**src/rtl/axonerve_kvs_traffic_gen.sv**
```systemverilog
// Command sequencer and ACK checker for axonerve_kvs_kernel: runs write/search/update/erase phases
// over NUM_KEYS seed-derived keys with backpressure, an outstanding limit and an in-order check FIFO.
module axonerve_kvs_traffic_gen #(
  parameter int unsigned KEY_W    = 128,
  parameter int unsigned VAL_W    = 32,
  parameter int unsigned PRI_W    = 7,
  parameter int unsigned NUM_KEYS = 16,
  parameter int unsigned MAX_OUT  = 8,
  parameter int unsigned CNT_W    = 32,
  parameter int unsigned TIMEOUT  = 1024
) (
  input  logic             I_CLK,
  input  logic             I_RST,
  input  logic             I_START,
  input  logic [31:0]      I_SEED,
  input  logic             I_KVS_READY,
  input  logic             I_KVS_CMD_FULL,
  input  logic             I_KVS_ACK,
  input  logic             I_KVS_ENT_ERR,
  input  logic             I_KVS_SINGLE_HIT,
  input  logic             I_KVS_MULTI_HIT,
  input  logic [VAL_W-1:0] I_KVS_KEY_VALUE,
  output logic             O_KVS_CMD_VALID,
  output logic [4:0]       O_KVS_CMD_OP,
  output logic [KEY_W-1:0] O_KVS_KEY_DAT,
  output logic [KEY_W-1:0] O_KVS_EKEY_MSK,
  output logic [PRI_W-1:0] O_KVS_KEY_PRI,
  output logic [VAL_W-1:0] O_KVS_KEY_VALUE,
  output logic             O_BUSY,
  output logic             O_DONE,
  output logic             O_PASS,
  output logic [CNT_W-1:0] O_CMD_CNT,
  output logic [CNT_W-1:0] O_ACK_CNT,
  output logic [CNT_W-1:0] O_ERR_CNT
);
  localparam int unsigned IDX_W = $clog2(NUM_KEYS + 1);
  localparam int unsigned OUT_W = $clog2(MAX_OUT + 1);
  localparam int unsigned PTR_W = (MAX_OUT > 1) ? $clog2(MAX_OUT) : 1;
  localparam int unsigned TO_W  = $clog2(TIMEOUT + 1);
  localparam int unsigned REP   = KEY_W / 32;

  localparam logic [4:0] OpErase  = 5'b10000;
  localparam logic [4:0] OpWrite  = 5'b01000;
  localparam logic [4:0] OpSearch = 5'b00010;
  localparam logic [4:0] OpUpdate = 5'b00001;

  localparam logic [2:0] PhWr = 3'd0, PhSr0 = 3'd1, PhUpd = 3'd2;
  localparam logic [2:0] PhSr1 = 3'd3, PhErs = 3'd4, PhSr2 = 3'd5;

  typedef enum logic [3:0] {
    StIdle, StWaitRdy, StWr, StSr0, StUpd, StSr1, StErs, StSr2, StDrain, StDone
  } state_e;

  state_e           state_q, state_d;
  logic [31:0]      seed_q;
  logic [IDX_W-1:0] idx_q, idx_d;
  logic [OUT_W-1:0] out_q, out_d;
  logic [PTR_W-1:0] wr_ptr_q, rd_ptr_q;
  logic [TO_W-1:0]  to_q, to_d;
  logic [CNT_W-1:0] cmd_cnt_q, ack_cnt_q, err_cnt_q;
  logic             cmd_valid_q;
  logic [4:0]       cmd_op_q;
  logic [KEY_W-1:0] key_q;
  logic [VAL_W-1:0] val_q;
  logic [2:0]       fifo_ph_q  [MAX_OUT];
  logic [IDX_W-1:0] fifo_idx_q [MAX_OUT];

  logic             busy, in_issue, issue, pop, timeout, start_ok, mismatch, err_inc, barrier;
  logic [2:0]       phase, head_ph;
  logic [IDX_W-1:0] head_idx;
  logic [31:0]      w_iss, w_chk;
  logic [4:0]       op_iss;
  logic [VAL_W-1:0] val_iss;

  function automatic logic [CNT_W-1:0] sat_inc(input logic [CNT_W-1:0] v);
    return (&v) ? v : v + CNT_W'(1);
  endfunction

  function automatic logic [PTR_W-1:0] ptr_inc(input logic [PTR_W-1:0] p);
    return (p == PTR_W'(MAX_OUT - 1)) ? '0 : p + PTR_W'(1);
  endfunction

  always_comb begin
    busy     = !(state_q inside {StIdle, StDone});
    start_ok = I_START && !busy;
    in_issue = 1'b1;
    phase    = PhWr;
    unique case (state_q)
      StWr:    phase = PhWr;
      StSr0:   phase = PhSr0;
      StUpd:   phase = PhUpd;
      StSr1:   phase = PhSr1;
      StErs:   phase = PhErs;
      StSr2:   phase = PhSr2;
      default: in_issue = 1'b0;
    endcase

    timeout = busy && (out_q != '0) && !I_KVS_ACK && (to_q == TO_W'(TIMEOUT - 1));
    to_d    = (busy && (out_q != '0) && !I_KVS_ACK) ? to_q + TO_W'(1) : '0;
    issue   = in_issue && (idx_q < IDX_W'(NUM_KEYS)) && !I_KVS_CMD_FULL &&
              (out_q < OUT_W'(MAX_OUT)) && !timeout;
    pop     = I_KVS_ACK && (out_q != '0);
    barrier = (idx_q == IDX_W'(NUM_KEYS)) && (out_q == '0);

    w_iss   = seed_q + 32'(idx_q);
    op_iss  = OpSearch;
    val_iss = '0;
    unique case (phase)
      PhWr:  begin op_iss = OpWrite;  val_iss = VAL_W'(~w_iss); end
      PhUpd: begin op_iss = OpUpdate; val_iss = VAL_W'(w_iss ^ 32'h5a5a5a5a); end
      PhErs: op_iss = OpErase;
      default: op_iss = OpSearch;
    endcase

    head_ph  = fifo_ph_q[rd_ptr_q];
    head_idx = fifo_idx_q[rd_ptr_q];
    w_chk    = seed_q + 32'(head_idx);
    unique case (head_ph)
      PhWr, PhUpd, PhErs: mismatch = I_KVS_ENT_ERR;
      PhSr0: mismatch = !I_KVS_SINGLE_HIT || I_KVS_MULTI_HIT ||
                        (I_KVS_KEY_VALUE != VAL_W'(~w_chk));
      PhSr1: mismatch = !I_KVS_SINGLE_HIT || I_KVS_MULTI_HIT ||
                        (I_KVS_KEY_VALUE != VAL_W'(w_chk ^ 32'h5a5a5a5a));
      PhSr2: mismatch = I_KVS_SINGLE_HIT || I_KVS_MULTI_HIT;
      default: mismatch = 1'b1;
    endcase
    // An ACK with nothing outstanding is always an error and never pops.
    err_inc = (I_KVS_ACK && ((out_q == '0) || mismatch)) || timeout;
  end

  always_comb begin
    state_d = state_q;
    idx_d   = idx_q + IDX_W'(issue);
    unique case (state_q)
      StIdle, StDone: if (I_START) state_d = StWaitRdy;
      StWaitRdy: if (I_KVS_READY) state_d = StWr;
      StWr:      if (barrier) state_d = StSr0;
      StSr0:     if (barrier) state_d = StUpd;
      StUpd:     if (barrier) state_d = StSr1;
      StSr1:     if (barrier) state_d = StErs;
      StErs:     if (barrier) state_d = StSr2;
      StSr2:     if (barrier) state_d = StDrain;
      StDrain:   if (out_q == '0) state_d = StDone;
      default:   state_d = StIdle;
    endcase
    if ((in_issue && barrier) || start_ok) idx_d = '0;
    if (timeout) state_d = StDone;

    out_d = out_q + OUT_W'(issue) - OUT_W'(pop);
    if (start_ok || timeout) out_d = '0;
  end

  always_ff @(posedge I_CLK) begin
    if (I_RST) begin
      state_q     <= StIdle;
      seed_q      <= '0;
      idx_q       <= '0;
      out_q       <= '0;
      to_q        <= '0;
      wr_ptr_q    <= '0;
      rd_ptr_q    <= '0;
      cmd_cnt_q   <= '0;
      ack_cnt_q   <= '0;
      err_cnt_q   <= '0;
      cmd_valid_q <= 1'b0;
      cmd_op_q    <= '0;
      key_q       <= '0;
      val_q       <= '0;
    end else begin
      state_q     <= state_d;
      idx_q       <= idx_d;
      out_q       <= out_d;
      to_q        <= to_d;
      cmd_valid_q <= issue;
      cmd_op_q    <= issue ? op_iss : '0;
      key_q       <= issue ? {REP{w_iss}} : '0;
      val_q       <= issue ? val_iss : '0;
      if (start_ok) seed_q <= I_SEED;
      if (start_ok || timeout) begin
        wr_ptr_q <= '0;
        rd_ptr_q <= '0;
      end else begin
        if (issue) wr_ptr_q <= ptr_inc(wr_ptr_q);
        if (pop)   rd_ptr_q <= ptr_inc(rd_ptr_q);
      end
      if (start_ok) begin
        cmd_cnt_q <= '0;
        ack_cnt_q <= '0;
        err_cnt_q <= '0;
      end else begin
        if (issue)     cmd_cnt_q <= sat_inc(cmd_cnt_q);
        if (I_KVS_ACK) ack_cnt_q <= sat_inc(ack_cnt_q);
        if (err_inc)   err_cnt_q <= sat_inc(err_cnt_q);
      end
    end
  end

  always_ff @(posedge I_CLK) begin
    if (issue) begin
      fifo_ph_q[wr_ptr_q]  <= phase;
      fifo_idx_q[wr_ptr_q] <= idx_q;
    end
  end

  assign O_KVS_CMD_VALID = cmd_valid_q;
  assign O_KVS_CMD_OP    = cmd_op_q;
  assign O_KVS_KEY_DAT   = key_q;
  assign O_KVS_EKEY_MSK  = '0;
  assign O_KVS_KEY_PRI   = '0;
  assign O_KVS_KEY_VALUE = val_q;
  assign O_BUSY          = busy;
  assign O_DONE          = (state_q == StDone);
  assign O_PASS          = (state_q == StDone) && (err_cnt_q == '0);
  assign O_CMD_CNT       = cmd_cnt_q;
  assign O_ACK_CNT       = ack_cnt_q;
  assign O_ERR_CNT       = err_cnt_q;

endmodule
```
**config.mk**
```make
export PLATFORM = sky130hd
export DESIGN_NAME = axonerve_kvs_traffic_gen
export DESIGN_NICKNAME = d
export VERILOG_FILES = /design/src/rtl/axonerve_kvs_traffic_gen.sv
export SDC_FILE = /design/constraint.sdc
export NUM_CORES = 1
export LEC_CHECK = 0
export CAP_MARGIN = 20
export CORE_AREA = 2 2 182 184
export DETAILED_ROUTE_END_ITERATION = 8
export DIE_AREA = 0 0 184 186
export PLACE_DENSITY = 0.86
export RECOVER_POWER = 25
export SLEW_MARGIN = 0
export SYNTH_ARGS = -nofsm -noshare
export SYNTH_HDL_FRONTEND = slang
export SYNTH_SLANG_ARGS = --single-unit
```
**constraint.sdc**
```tcl
create_clock -name I_CLK -period 10.4 [get_ports I_CLK]
set_input_delay 1.04 -clock I_CLK [delete_from_list [all_inputs] [get_ports I_CLK]]
set_output_delay 1.04 -clock I_CLK [all_outputs]
set_load 0.1 [all_outputs]
```
# Word-level counts from Yosys, hierarchy flattened
# Memories as Yosys holds them, arrays and structs flattened. A register that Yosys moved wholly into a read port is not among the register bits.
# Cells that the tools add are included.
# classes
mux,24
order_cmp,2
bitwise_logic,9
reduce_logical,50
n_eq_ne,40
n_addsub,11
# ops
op,count
"adder 32 x 1 -> 32 bit, second input constant",3
AND reduction 32 bit,3
adder 32 x 5 -> 32 bit,2
inequality test 32 bit,2
inverter 32 bit,2
case mux 32 bit (2 select lines),1
2-to-1 mux 4 bit,10
case mux 4 bit (9 select lines),1
logical NOT 32 bit,1
inverter 16 bit,2
"inequality test 3 bit, second input constant",9
2-to-1 mux 3 bit,6
"inequality test 2 bit, second input constant",9
AND reduction 9 bit,2
"equality test 4 x 3 -> 1 bit, second input constant",4
"equality test 3 bit, second input constant",5
case mux 3 bit (5 select lines),1
case mux 5 bit (3 select lines),1
OR reduction 2 bit,7
logical AND 1 bit,13
"adder 11 x 1 -> 11 bit, second input constant",1
"equality test 11 x 10 -> 1 bit, second input constant",1
"equality test 3 x 2 -> 1 bit, second input constant",3
"equality test 4 x 2 -> 1 bit, second input constant",2
22 further kinds,45
# totals
register_bits,324
ram_bits,64
word_cells,153
inputBits,73
memories,2
out_inout_bits,400
# memory_table
memory,words,word_bits,read_ports,rd_ports_with_merged_regs,wr,line,text
fifo_idx_q,8,5,1,1,1,66,logic [IDX_W-1:0] fifo_idx_q [MAX_OUT];
fifo_ph_q,8,3,1,1,1,65,logic [2:0] fifo_ph_q [MAX_OUT];

# Longest topological paths before layout
# Gate-level depths: netlist of the first run.
# logic_depth
depth_word,10
mapped_depth,19

# Least setup slack after synthesis of the first run
# No wires, ideal clock.
# synth_path
kind,flip-flop to flip-flop
from,reg with a tool-made name
to,"reg err_cnt_q[1], in the netlist O_ERR_CNT[1]"
required_time_ps,10272
path_stages_with_launch,20
path_buffers,4
synth_period_minus_slack_ps,4887
setup_slack_ps,5513
arrival_ps,4759
path_cell_list,dfxtp_1 -> buf_2 -> buf_1 -> mux4_2 -> mux2_2 -> ha_1 -> fa_1 -> a21oi_1 -> o2bb2ai_1 -> a31o_2 -> a2111oi_0 -> nand4_1 -> o41a_1 -> nor4_2 -> a41oi_2 -> nand2_2 -> buf_6 -> buf_6 -> mux2i_1 -> nor2_1
# synth_rtl
element,line,text
end signal: assignment,193,if (err_inc) err_cnt_q <= sat_inc(err_cnt_q);
end: declaration,60,"logic [CNT_W-1:0] cmd_cnt_q, ack_cnt_q, err_cnt_q;"

==> impl_metrics.prom, run 1 <==
# TYPE chip_impl_metric gauge
chip_impl_metric{name="detailedPlacementHpwl",unit="um"} 31800
chip_impl_metric{name="syn_std_cell_area",unit="um^2"} 15000
chip_impl_metric{name="clkLatencyLatePin",unit="ns"} 0.58
chip_impl_metric{name="grt_start_max_net_pins",unit=""} 91
chip_impl_metric{name="synthCells",unit=""} 1618
chip_impl_metric{name="grt.overflow.total",unit=""} 0
chip_impl_metric{name="placement_rows",unit=""} 66
chip_impl_metric{name="num-fill-cells",unit=""} 2672
chip_impl_info{name="hold_path_class",value="reg -> reg"} 1
chip_impl_metric{name="yosys_warnings",unit=""} 0
chip_impl_info{name="layout_commonest_cell",value="sky130_fd_sc_hd__clkdlybuf4s50_1"} 1
chip_impl_metric{name="cts.reportedPaths.clkPinSlew",unit="ns"} 0.06
chip_impl_info{name="rsz0062_at_grt",value="false"} 1
chip_impl_metric{name="vias",unit=""} 12164
chip_impl_metric{name="remaining_drc_errors",unit=""} 0
chip_impl_metric{name="cts_setup_buffers",unit=""} 0
chip_impl_metric{name="worstPathArrival",unit="ns"} 6.24
chip_impl_metric{name="leakagePower",unit="nW"} 6.67
chip_impl_metric{name="achievable-frequency",unit="GHz"} 0.167
chip_impl_metric{name="finClkSkew",unit="ns"} 0.0340
chip_impl_info{name="worstSetupEndpointType",value="register"} 1
chip_impl_info{name="holdPathEnd",value="to_q[0]$_SDFF_PP0_"} 1
chip_impl_metric{name="finalSetupTns",unit="ns"} 0
chip_impl_metric{name="chip_width",unit="um"} 184
chip_impl_metric{name="final_report_setup_violation_count",unit=""} 0
chip_impl_info{name="timing.hold.worst.start",value="to_q[0]$_SDFF_PP0_"} 1
chip_impl_info{name="final_cell_mix",value="sky130_fd_sc_hd__clkdlybuf4s50_1, sky130_fd_sc_hd__dfxtp_1, sky130_fd_sc_hd__nor2_1"} 1
chip_impl_metric{name="worst-path-max-fanout",unit=""} 35
chip_impl_metric{name="grt.total_usage",unit="%"} 24.0
chip_impl_metric{name="slew_viol_final",unit=""} 128
chip_impl_metric{name="pin_count",unit=""} 473
chip_impl_metric{name="hold_violations",unit=""} 0
chip_impl_metric{name="post_cts_resize_count",unit=""} 0
chip_impl_metric{name="num-nets-final",unit=""} 1941
chip_impl_metric{name="drt-pass1-iter-count",unit=""} 6
chip_impl_metric{name="initial_cell_density_of_the_core",unit="%"} 46.6
chip_impl_metric{name="post-place-ws",unit="ns"} 4.50
chip_impl_metric{name="min_path_cells",unit=""} 1
chip_impl_info{name="netlist.top_cell.by_area",value="sky130_fd_sc_hd__dfxtp_1"} 1
chip_impl_info{name="outcome",value="finished with violations"} 1
chip_impl_metric{name="drive_gt1_share",unit="%"} 5.42
chip_impl_metric{name="cts.path.max_buffers",unit=""} 3
chip_impl_metric{name="routedWlPerCell",unit="um"} 18.9
chip_impl_metric{name="clock_sinks",unit=""} 294
chip_impl_info{name="synth-main-ff-cell",value="sky130_fd_sc_hd__dfxtp_1"} 1
chip_impl_info{name="violations",value="capacitance limit, slew limit"} 1
chip_impl_metric{name="yosys_register_bits",unit=""} 294
chip_impl_metric{name="post-place-cells",unit=""} 2213
chip_impl_metric{name="grt_antenna_before_repair",unit=""} 3
chip_impl_metric{name="die_height",unit="um"} 186
chip_impl_metric{name="place.port_buffers",unit=""} 336
chip_impl_metric{name="first_iter_violations",unit=""} 866
chip_impl_metric{name="routed_via_density",unit=""} 5.35
chip_impl_metric{name="yosysTopAreaCellShare",unit="%"} 30.7
chip_impl_metric{name="cts-buffers-inserted",unit=""} 31
chip_impl_metric{name="final_antenna_net_count",unit=""} 0
chip_impl_metric{name="grt_first_pass_wirelength",unit="um"} 63800
chip_impl_metric{name="gp_congestion",unit=""} 0.926
chip_impl_metric{name="maxCapViolations",unit=""} 3
chip_impl_metric{name="syn_area_per_cell",unit="um^2"} 9.27
chip_impl_metric{name="yosysSeqAreaShare",unit="%"} 43.5
chip_impl_metric{name="die_area",unit="um^2"} 34200
chip_impl_metric{name="cts_max_level",unit=""} 1
chip_impl_metric{name="reg2reg_setup_slack",unit="ns"} 4.41
chip_impl_metric{name="grt_pass1_vias",unit=""} 11672
chip_impl_metric{name="relSlewSlack",unit="%"} -163
chip_impl_metric{name="power-per-cell-area",unit="nW/um^2"} 196
chip_impl_info{name="post_synth_main_area_contributors",value="sky130_fd_sc_hd__dfxtp_1, sky130_fd_sc_hd__edfxtp_1, sky130_fd_sc_hd__buf_4"} 1
chip_impl_info{name="critical_path_class",value="reg -> reg"} 1
chip_impl_metric{name="post-route-min-period",unit="ns"} 5.99
chip_impl_metric{name="detail_route.wirelength",unit="um"} 43000
chip_impl_metric{name="final.period_utilization",unit="%"} 57.6
chip_impl_metric{name="seqCellArea",unit="um^2"} 6530
chip_impl_metric{name="synth_enable_flop_cells",unit=""} 64
chip_impl_metric{name="tightest_slew",unit="ns"} 3.94
chip_impl_info{name="reg2reg_to",value="O_ERR_CNT[29]$_SDFFE_PP0P_"} 1
chip_impl_metric{name="worst_ep_required_time",unit="ns"} 10.65
chip_impl_metric{name="syn2layout_area_growth",unit="%"} 23.8
chip_impl_metric{name="post_layout_nonfiller_instances",unit=""} 2273
chip_impl_metric{name="multiInputGateArea",unit="um^2"} 6870
chip_impl_info{name="start_kind",value="register"} 1
chip_impl_metric{name="design.core.area",unit="um^2"} 32200
chip_impl_metric{name="async_flop_share",unit="%"} 0
chip_impl_metric{name="final_worst_setup_slack",unit="ns"} 4.41
chip_impl_metric{name="peakVddDrop",unit="mV"} 0.167
chip_impl_metric{name="worst_r2r_path_depth",unit=""} 15
chip_impl_metric{name="holdBufCountCts",unit=""} 0
chip_impl_info{name="cts_tree",value="yes"} 1
chip_impl_info{name="root_buffer",value="sky130_fd_sc_hd__clkbuf_16"} 1
chip_impl_metric{name="synth.distinct_cells",unit=""} 63
## cells by family (layout without fill, tap and decap cells)
kind of cell / count (synthesis) / after routing / share of synthesized area [%]
muxes: 35 / 35 / 3.73
xor gates and xnor gates: 162 / 162 / 9.45
DFF: 294 / 294 / 43.5
buffers and inverters: 327 / 438 / 14.2
adders and majority gates: 29 / 29 / 2.57
and+or+nand+nor: 603 / 603 / 19.7
other: 1 / 137 / 0.0250
AOI/OAI and AO/OA: 167 / 167 / 6.87
## synthesized netlist by cell type (all sizes together), types with 15 or more instances
master	n
and3	26
ha	26
a21oi	80
o21ai	26
nor4	18
edfxtp	64
nand4	33
mux4	16
inv	30
nor2b	15
clkbuf	50
and2	20
nand2	146
nand3	69
dfxtp	230
nor3	31
xnor2	90
nor2	173
buf	247
or3	21
xor2	72
## metal layers
| metal | global-route usage [%] | wire (um) |
|---|---|---|
| met4 | 12.9 | 2380 |
| met1 | 26.8 | 15700 |
| met3 | 5.97 | 3830 |
| met5 | 0 | 11 |
| met2 | 42.1 | 21000 |
## where the power goes
part	total (mW)	internal [mW]	switching [mW]
sequential	1.33	1.24	0.0982
clock	1.20	0.723	0.480
combinational	1.10	0.278	0.826
## stage by stage
stage	cell area (um^2)	util (%)	total power [mW]	hold slack [ns]
2_1_floorplan	15500	-	2.26	0.430
3_3_place_gp	17500	54.3	2.43	0.445
3_5_place_dp	17500	54.3	2.45	0.457
4_1_cts	18600	57.7	3.65	0.472
5_1_grt	18600	57.7	3.78	0.478
6_report	18600	57.7	3.64	0.468
## worst max-delay path by stage
stage,startpoint,to,depth (start not counted),slack (ns)
detailed placement,register,O_ERR_CNT[29]$_SDFFE_PP0P_,15,4.50
CTS,register,O_ERR_CNT[29]$_SDFFE_PP0P_,15,4.41
finish,register,O_ERR_CNT[29]$_SDFFE_PP0P_,15,4.41
floorplan,register,O_ERR_CNT[1]$_SDFFE_PP0P_,19,5.51
global placement,register,O_ERR_CNT[29]$_SDFFE_PP0P_,15,4.69
global route,register,O_ERR_CNT[1]$_SDFFE_PP0P_,15,3.77
## worst max-delay path: stages (launching register included)
cell and delay [ns]:
sky130_fd_sc_hd__dfxtp_1 0.96, sky130_fd_sc_hd__mux4_2 0.60, sky130_fd_sc_hd__mux2_2 0.28, sky130_fd_sc_hd__ha_1 0.22, sky130_fd_sc_hd__fa_1 0.42, sky130_fd_sc_hd__a21oi_1 0.29, sky130_fd_sc_hd__o2bb2ai_1 0.25, sky130_fd_sc_hd__a31o_2 0.32
sky130_fd_sc_hd__a2111oi_0 0.40, sky130_fd_sc_hd__nand4_1 0.15, sky130_fd_sc_hd__o41a_1 0.14, sky130_fd_sc_hd__nor4_2 0.30, sky130_fd_sc_hd__a41oi_2 0.41, sky130_fd_sc_hd__nand2_2 0.62, sky130_fd_sc_hd__or4_1 0.21, sky130_fd_sc_hd__a21oi_1 0.07
## state kept, by name, summed over array words and instances, names as in the netlist, named ones only
signal / count
O_KVS_KEY_DAT: 32
O_KVS_CMD_VALID: 1
wr_ptr_q: 3
fifo_idx_q: 40
O_KVS_KEY_VALUE: 32
seed_q: 32
to_q: 11
O_ERR_CNT: 32
fifo_ph_q: 24
O_ACK_CNT: 32
O_CMD_CNT: 32
rd_ptr_q: 3
out_q: 4
idx_q: 5
state_q: 4
O_KVS_CMD_OP: 4
## area by class of cell
cell class / count / share of cell area, %
antenna: 1 / 0.0135
clock buffer: 37 / 4.51
sequential: 294 / 35.1
multi-input combinational: 1132 / 37.0
timing repair buffer: 350 / 18.6
tap: 408 / 2.75
clock inverter: 21 / 1.46
inverter: 30 / 0.606
Note: power is estimated with default switching activity, not from simulation.
==> run 2, diff against run 1 <==
--- a/config.mk
+++ b/config.mk
@@ -6,10 +6,10 @@
 export NUM_CORES = 1
 export LEC_CHECK = 0
 export CAP_MARGIN = 20
-export CORE_AREA = 2 2 182 184
+export CORE_MARGIN = 2
+export CORE_UTILIZATION = 43
 export DETAILED_ROUTE_END_ITERATION = 8
-export DIE_AREA = 0 0 184 186
-export PLACE_DENSITY = 0.86
+export PLACE_DENSITY = 0.84
 export RECOVER_POWER = 25
 export SLEW_MARGIN = 0
 export SYNTH_ARGS = -nofsm -noshare
==> constraint.sdc (replaced) <==
create_clock -name I_CLK -period 5.25 [get_ports I_CLK]
set_input_delay 0.525 -clock I_CLK [delete_from_list [all_inputs] [get_ports I_CLK]]
set_output_delay 0.525 -clock I_CLK [all_outputs]
set_load 0.1 [all_outputs]
==> impl_metrics.prom, run 2 (synthesis results as in run 1) <==
# TYPE chip_impl_metric gauge
chip_impl_info{name="outcome",value="complete, no violations"} 1
chip_impl_metric{name="largest_reg_flops",unit=""} 40
chip_impl_metric{name="worstPathArrival",unit="ns"} 5.26
chip_impl_metric{name="met3_usage",unit="%"} 6.13
chip_impl_metric{name="vias",unit=""} 12108
chip_impl_metric{name="gp_congestion",unit=""} 0.906
chip_impl_metric{name="cts.path.max_buffers",unit=""} 3
chip_impl_info{name="rsz0062_at_grt",value="false"} 1
chip_impl_metric{name="syn2layout_area_growth",unit="%"} 24.5
chip_impl_metric{name="maxCapViolations",unit=""} 0
chip_impl_metric{name="drt-pass1-iter-count",unit=""} 6
chip_impl_metric{name="routedWlPerCell",unit="um"} 18.6
chip_impl_metric{name="grt_pass1_vias",unit=""} 11636
chip_impl_metric{name="cts.reportedPaths.clkPinSlew",unit="ns"} 0.06
chip_impl_metric{name="routed_via_density",unit=""} 5.20
chip_impl_metric{name="cts-buffers-inserted",unit=""} 34
chip_impl_metric{name="num-nets-final",unit=""} 1952
chip_impl_metric{name="clock_sinks",unit=""} 294
chip_impl_metric{name="place.port_buffers",unit=""} 336
chip_impl_info{name="slowest_stage",value="sky130_fd_sc_hd__mux4_2"} 1
chip_impl_metric{name="slew_viol_final",unit=""} 0
chip_impl_info{name="registers.top_by_ff_count",value="fifo_idx_q"} 1
chip_impl_metric{name="die_area",unit="um^2"} 36400
chip_impl_metric{name="drive_gt1_share",unit="%"} 5.76
chip_impl_info{name="busiest_layer",value="met2"} 1
chip_impl_metric{name="tightest_slew",unit="ns"} 1.41
chip_impl_metric{name="final_antenna_net_count",unit=""} 0
chip_impl_metric{name="final_design_area_no_fill",unit="um^2"} 18700
chip_impl_metric{name="design.core.area",unit="um^2"} 34500
chip_impl_metric{name="post_layout_nonfiller_instances",unit=""} 2329
chip_impl_metric{name="grt_start_max_net_pins",unit=""} 58
chip_impl_metric{name="grt.total_usage",unit="%"} 22.9
chip_impl_metric{name="critical-path-max-stage-delay",unit="ns"} 0.51
chip_impl_info{name="worstSetupEndpointType",value="register"} 1
chip_impl_metric{name="worst_ep_required_time",unit="ns"} 5.69
chip_impl_metric{name="peakVddDrop",unit="mV"} 0.296
chip_impl_info{name="root_buffer",value="sky130_fd_sc_hd__clkbuf_16"} 1
chip_impl_metric{name="final_report_setup_violation_count",unit=""} 0
chip_impl_metric{name="die_height",unit="um"} 191
chip_impl_info{name="cts_tree",value="yes"} 1
chip_impl_metric{name="globalRouteMet2Util",unit="%"} 40.4
chip_impl_metric{name="clkLatencyLatePin",unit="ns"} 0.53
chip_impl_metric{name="hold_violations",unit=""} 0
chip_impl_metric{name="grt_antenna_before_repair",unit=""} 0
chip_impl_metric{name="relSlewSlack",unit="%"} 6.28
chip_impl_info{name="start_kind",value="register"} 1
chip_impl_metric{name="path_buf_inv",unit=""} 2
chip_impl_info{name="hold_path_class",value="reg -> reg"} 1
chip_impl_metric{name="remaining_drc_errors",unit=""} 0
chip_impl_metric{name="finalSetupTns",unit="ns"} 0
chip_impl_metric{name="leakagePower",unit="nW"} 6.93
chip_impl_metric{name="detail_route.wirelength",unit="um"} 43300
chip_impl_metric{name="antenna_cells",unit=""} 0
chip_impl_metric{name="placement_rows",unit=""} 68
chip_impl_metric{name="worst-path-max-fanout",unit=""} 11
chip_impl_metric{name="cts_max_level",unit=""} 2
chip_impl_metric{name="detailedPlacementHpwl",unit="um"} 32100
chip_impl_metric{name="post-route-min-period",unit="ns"} 4.82
chip_impl_info{name="critical_path_class",value="reg -> reg"} 1
chip_impl_metric{name="first_iter_violations",unit=""} 868
chip_impl_metric{name="met1_track_usage_gr",unit="%"} 25.6
chip_impl_info{name="layout_commonest_cell",value="sky130_fd_sc_hd__clkdlybuf4s50_1"} 1
chip_impl_info{name="cp_cell_sequence",value="buf_4, mux4_2, mux2_2, fa_1, a21oi_1, a2bb2oi_1, nor3_1, xnor2_1, mux2i_1, xnor2_1, nor4_2, a41oi_2, buf_4, nand4_1, or4_1, a21oi_1"} 1
chip_impl_metric{name="finalHoldWorstSlack",unit="ns"} 0.465
chip_impl_info{name="critical-path-top-delay-family",value="compound AO/OA/AOI/OAI gates"} 1
chip_impl_metric{name="finClkSkew",unit="ns"} 0.0355
chip_impl_metric{name="chip_width",unit="um"} 191
chip_impl_metric{name="initial_cell_density_of_the_core",unit="%"} 43.6
chip_impl_metric{name="final.period_utilization",unit="%"} 91.8
chip_impl_metric{name="achievable-frequency",unit="GHz"} 0.207
chip_impl_metric{name="pin_count",unit=""} 473
chip_impl_metric{name="post-place-cells",unit=""} 2269
chip_impl_metric{name="post_dp_cell_area",unit="um^2"} 17600
chip_impl_metric{name="holdBufCountCts",unit=""} 0
chip_impl_metric{name="grt_first_pass_wirelength",unit="um"} 65100
chip_impl_metric{name="grt.overflow.total",unit=""} 0
chip_impl_metric{name="num-fill-cells",unit=""} 3001
chip_impl_metric{name="cts_setup_buffers",unit=""} 0
chip_impl_metric{name="power-per-cell-area",unit="nW/um^2"} 383
chip_impl_info{name="final_cell_mix",value="sky130_fd_sc_hd__clkdlybuf4s50_1, sky130_fd_sc_hd__dfxtp_1, sky130_fd_sc_hd__nor2_1"} 1
==> run 2: changes by cell type in the layout (fill, tap and decap cells not counted), moves of 4 or more <==
cell	before	now
sky130_fd_sc_hd__bufinv_16	6	1
sky130_fd_sc_hd__dlygate4sd3_1	1	58
sky130_fd_sc_hd__clkdlybuf4s50_1	334	277
sky130_fd_sc_hd__clkinvlp_4	4	0
sky130_fd_sc_hd__clkbuf_16	31	35
sky130_fd_sc_hd__clkbuf_1	7	11
sky130_fd_sc_hd__buf_4	8	21
==> run 2: metal layers <==
metal	up-vias	part of all wire (%)
met5	-	0
met4	0	4.5
met3	123	9.5
met2	643	50
met1	5716	36
li1	5626	-
==> run 2: where the power goes <==
group	internal (mW)	total [mW]	switching, mW
registers	2.45	2.63	0.185
logic	0.554	2.22	1.66
clock network	1.35	2.31	0.962
==> run 2: worst paths after layout <==
check        slack, ns          startpoint  cells past startpoint                    endpoint
max               0.43            register                     16  O_ERR_CNT[31]$_SDFFE_PP0P_
min               0.46  to_q[0]$_SDFF_PP0_                      1          to_q[0]$_SDFF_PP0_
max reg2reg       0.43            register                     16  O_ERR_CNT[31]$_SDFFE_PP0P_
min reg2reg       0.46  to_q[0]$_SDFF_PP0_                      1          to_q[0]$_SDFF_PP0_
==> run 2: stage by stage <==
| step | utilization (%) | power, mW | setup WS, ns |
|---|---|---|---|
| 5_1_grt | 54.2 | 7.44 | 0.0275 |
| 4_1_cts | 54.2 | 7.20 | 0.302 |
| 3_3_place_gp | 51.1 | 4.84 | 0.531 |
| 6_report | 54.2 | 7.16 | 0.430 |
| 3_5_place_dp | 51.1 | 4.89 | 0.392 |
| 2_1_floorplan | - | 4.47 | 0.363 |
==> run 2: repair_timing <==
item	4_1_cts	5_1_grt
setup endpoints to repair	0	19
gates resized for setup	0	2
hold endpoints to repair	0	0
==> run 2: final cells by class <==
cell class | count | area, um^2 | area share [%]
multi-input combinational | 1132 | 6870 | 36.8
sequential | 294 | 6530 | 34.9
timing repair buffer | 358 | 3520 | 18.8
clock buffer | 49 | 968 | 5.18
tap | 455 | 569 | 3.05
clock inverter | 11 | 115 | 0.616
inverter | 30 | 113 | 0.603
==> run 3, diff against run 2 <==
--- a/config.mk
+++ b/config.mk
@@ -9,9 +9,11 @@
 export CORE_MARGIN = 2
 export CORE_UTILIZATION = 43
 export DETAILED_ROUTE_END_ITERATION = 8
+export MAX_ROUTING_LAYER = met4
 export PLACE_DENSITY = 0.84
 export RECOVER_POWER = 25
-export SLEW_MARGIN = 0
+export SKIP_CTS_REPAIR_TIMING = 1
+export SLEW_MARGIN = 5
 export SYNTH_ARGS = -nofsm -noshare
 export SYNTH_HDL_FRONTEND = slang
 export SYNTH_SLANG_ARGS = --single-unit
==> impl_metrics.prom, run 3 (synthesis results as in run 1) <==
# TYPE chip_impl_metric gauge
chip_impl_metric{name="final_worst_setup_slack",unit="ns"} 0.384
chip_impl_metric{name="final_report_setup_violation_count",unit=""} 0
chip_impl_metric{name="achievable-frequency",unit="GHz"} 0.206
chip_impl_metric{name="relSlewSlack",unit="%"} -14.1
chip_impl_metric{name="grt.overflow.total",unit=""} 0
chip_impl_metric{name="design.core.area",unit="um^2"} 34500
chip_impl_info{name="root_buffer",value="sky130_fd_sc_hd__clkbuf_16"} 1
chip_impl_metric{name="place.port_buffers",unit=""} 336
chip_impl_metric{name="grt_antenna_before_repair",unit=""} 0
chip_impl_metric{name="cts.reportedPaths.clkPinSlew",unit="ns"} 0.06
chip_impl_metric{name="drive_gt1_share",unit="%"} 5.93
chip_impl_metric{name="die_height",unit="um"} 191
chip_impl_metric{name="path_buf_inv",unit=""} 0
chip_impl_metric{name="worst-path-max-fanout",unit=""} 35
chip_impl_metric{name="hold_violations",unit=""} 0
chip_impl_metric{name="post_dp_cell_area",unit="um^2"} 17600
chip_impl_info{name="outcome",value="finished with violations"} 1
chip_impl_metric{name="first_iter_violations",unit=""} 960
chip_impl_metric{name="cts_max_level",unit=""} 1
chip_impl_metric{name="worstPathArrival",unit="ns"} 5.28
chip_impl_metric{name="remaining_drc_errors",unit=""} 0
chip_impl_metric{name="grt.total_usage",unit="%"} 23.0
chip_impl_metric{name="cts.path.max_buffers",unit=""} 3
chip_impl_info{name="cp_cell_sequence",value="mux4_2, mux2_2, ha_1, fa_1, a21oi_1, o2bb2ai_1, a31o_2, a2111oi_0, nand4_1, o41a_1, nor4_2, a41oi_2, nand2_4, mux2i_1, nor2_1"} 1
chip_impl_info{name="hold_path_class",value="reg -> reg"} 1
chip_impl_metric{name="final_antenna_net_count",unit=""} 0
chip_impl_info{name="timing.hold.worst.start",value="to_q[0]$_SDFF_PP0_"} 1
chip_impl_metric{name="final.period_utilization",unit="%"} 92.7
chip_impl_metric{name="peakVddDrop",unit="mV"} 0.243
chip_impl_metric{name="finalSetupTns",unit="ns"} 0
chip_impl_metric{name="gp_congestion",unit=""} 0.919
chip_impl_info{name="rsz0062_at_grt",value="false"} 1
chip_impl_metric{name="design_power_total",unit="mW"} 7.04
chip_impl_metric{name="tightest_slew",unit="ns"} 1.71
chip_impl_metric{name="leakagePower",unit="nW"} 6.83
chip_impl_info{name="registers.top_by_ff_count",value="fifo_idx_q"} 1
chip_impl_info{name="slowest_stage",value="sky130_fd_sc_hd__dfxtp_1"} 1
chip_impl_metric{name="grt_first_pass_wirelength",unit="um"} 63600
chip_impl_metric{name="pin_count",unit=""} 473
chip_impl_info{name="worstSetupEndpointType",value="register"} 1
chip_impl_metric{name="grt_start_max_net_pins",unit=""} 49
chip_impl_metric{name="detail_route.wirelength",unit="um"} 42800
chip_impl_metric{name="placement_rows",unit=""} 68
chip_impl_metric{name="worst_ep_required_time",unit="ns"} 5.67
chip_impl_metric{name="detailedPlacementHpwl",unit="um"} 32500
chip_impl_metric{name="largest_reg_flops",unit=""} 40
chip_impl_metric{name="initial_cell_density_of_the_core",unit="%"} 43.6
chip_impl_metric{name="maxCapViolations",unit=""} 1
chip_impl_metric{name="post-place-ws",unit="ns"} 0.163
chip_impl_metric{name="routedWlPerCell",unit="um"} 18.4
chip_impl_info{name="critical_path_class",value="reg -> reg"} 1
chip_impl_info{name="violations",value="capacitance limit, slew limit"} 1
chip_impl_metric{name="die_area",unit="um^2"} 36400
chip_impl_info{name="final_cell_mix",value="sky130_fd_sc_hd__clkdlybuf4s50_1, sky130_fd_sc_hd__dfxtp_1, sky130_fd_sc_hd__nor2_1"} 1
chip_impl_info{name="cts_tree",value="yes"} 1
chip_impl_metric{name="clkLatencyLatePin",unit="ns"} 0.59
chip_impl_metric{name="syn2layout_area_growth",unit="%"} 24.3
chip_impl_metric{name="finClkSkew",unit="ns"} 0.0387
chip_impl_metric{name="vias",unit=""} 12016
chip_impl_info{name="layout_commonest_cell",value="sky130_fd_sc_hd__clkdlybuf4s50_1"} 1
chip_impl_metric{name="cts-buffers-inserted",unit=""} 31
chip_impl_metric{name="slew_viol_final",unit=""} 37
chip_impl_info{name="critical-path-top-delay-family",value="compound AO/OA/AOI/OAI gates"} 1
chip_impl_metric{name="finalHoldWorstSlack",unit="ns"} 0.469
chip_impl_metric{name="final_design_area_no_fill",unit="um^2"} 18700
chip_impl_metric{name="num-nets-final",unit=""} 1948
chip_impl_info{name="start_kind",value="register"} 1
chip_impl_metric{name="grt_pass1_vias",unit=""} 11338
chip_impl_metric{name="power-per-cell-area",unit="nW/um^2"} 377
chip_impl_metric{name="critical-path-max-stage-delay",unit="ns"} 0.57
chip_impl_metric{name="post-route-min-period",unit="ns"} 4.87
chip_impl_metric{name="antenna_cells",unit=""} 0
chip_impl_metric{name="routed_via_density",unit=""} 5.17
chip_impl_metric{name="drt-pass1-iter-count",unit=""} 6
chip_impl_metric{name="clock_sinks",unit=""} 294
chip_impl_metric{name="chip_width",unit="um"} 191
[run 3: worst paths after layout]
path,endpoint,slack [ns],cells past startpoint
max,O_ERR_CNT[1]$_SDFFE_PP0P_,0.38,15
min,to_q[0]$_SDFF_PP0_,0.47,1
max reg2reg,O_ERR_CNT[1]$_SDFFE_PP0P_,0.38,15
min reg2reg,to_q[0]$_SDFF_PP0_,0.47,1
[run 3: final cells by class]
type | instances | area (um^2)
fillers | 2987 | 15800
multi-input cells | 1132 | 6890
flip-flops and latches | 294 | 6530
repair buffers | 357 | 3510
clock buffers | 47 | 958
well taps | 455 | 569
inverters | 30 | 113
clock inverters | 11 | 85.1
[run 3: power breakdown]
part / internal [mW] / leakage (nW) / switching [mW]
registers: 2.45 / 2.51 / 0.188
clock network: 1.27 / 0.524 / 0.934
logic: 0.555 / 3.80 / 1.65
[run 3: metrics by stage]
step | utilization (%) | std cells
after global placement | 51.1 | 2268
after global routing | 54.1 | 2326
after detailed placement | 51.1 | 2268
after floorplan | - | 1753
after CTS | 54.1 | 2326
final | 54.1 | 2326
[run 3: routing by layer]
metal  global-route usage, %  vias up  wire (um)  part of all wire, %
li1                        -     5624          -                    -
met1                    26.6     5703      16100                   38
met2                    39.0      571      21100                   49
met3                    4.49      118       3620                  8.5
met4                    9.69        0       1910                  4.5
met5                       -        -          0                    0
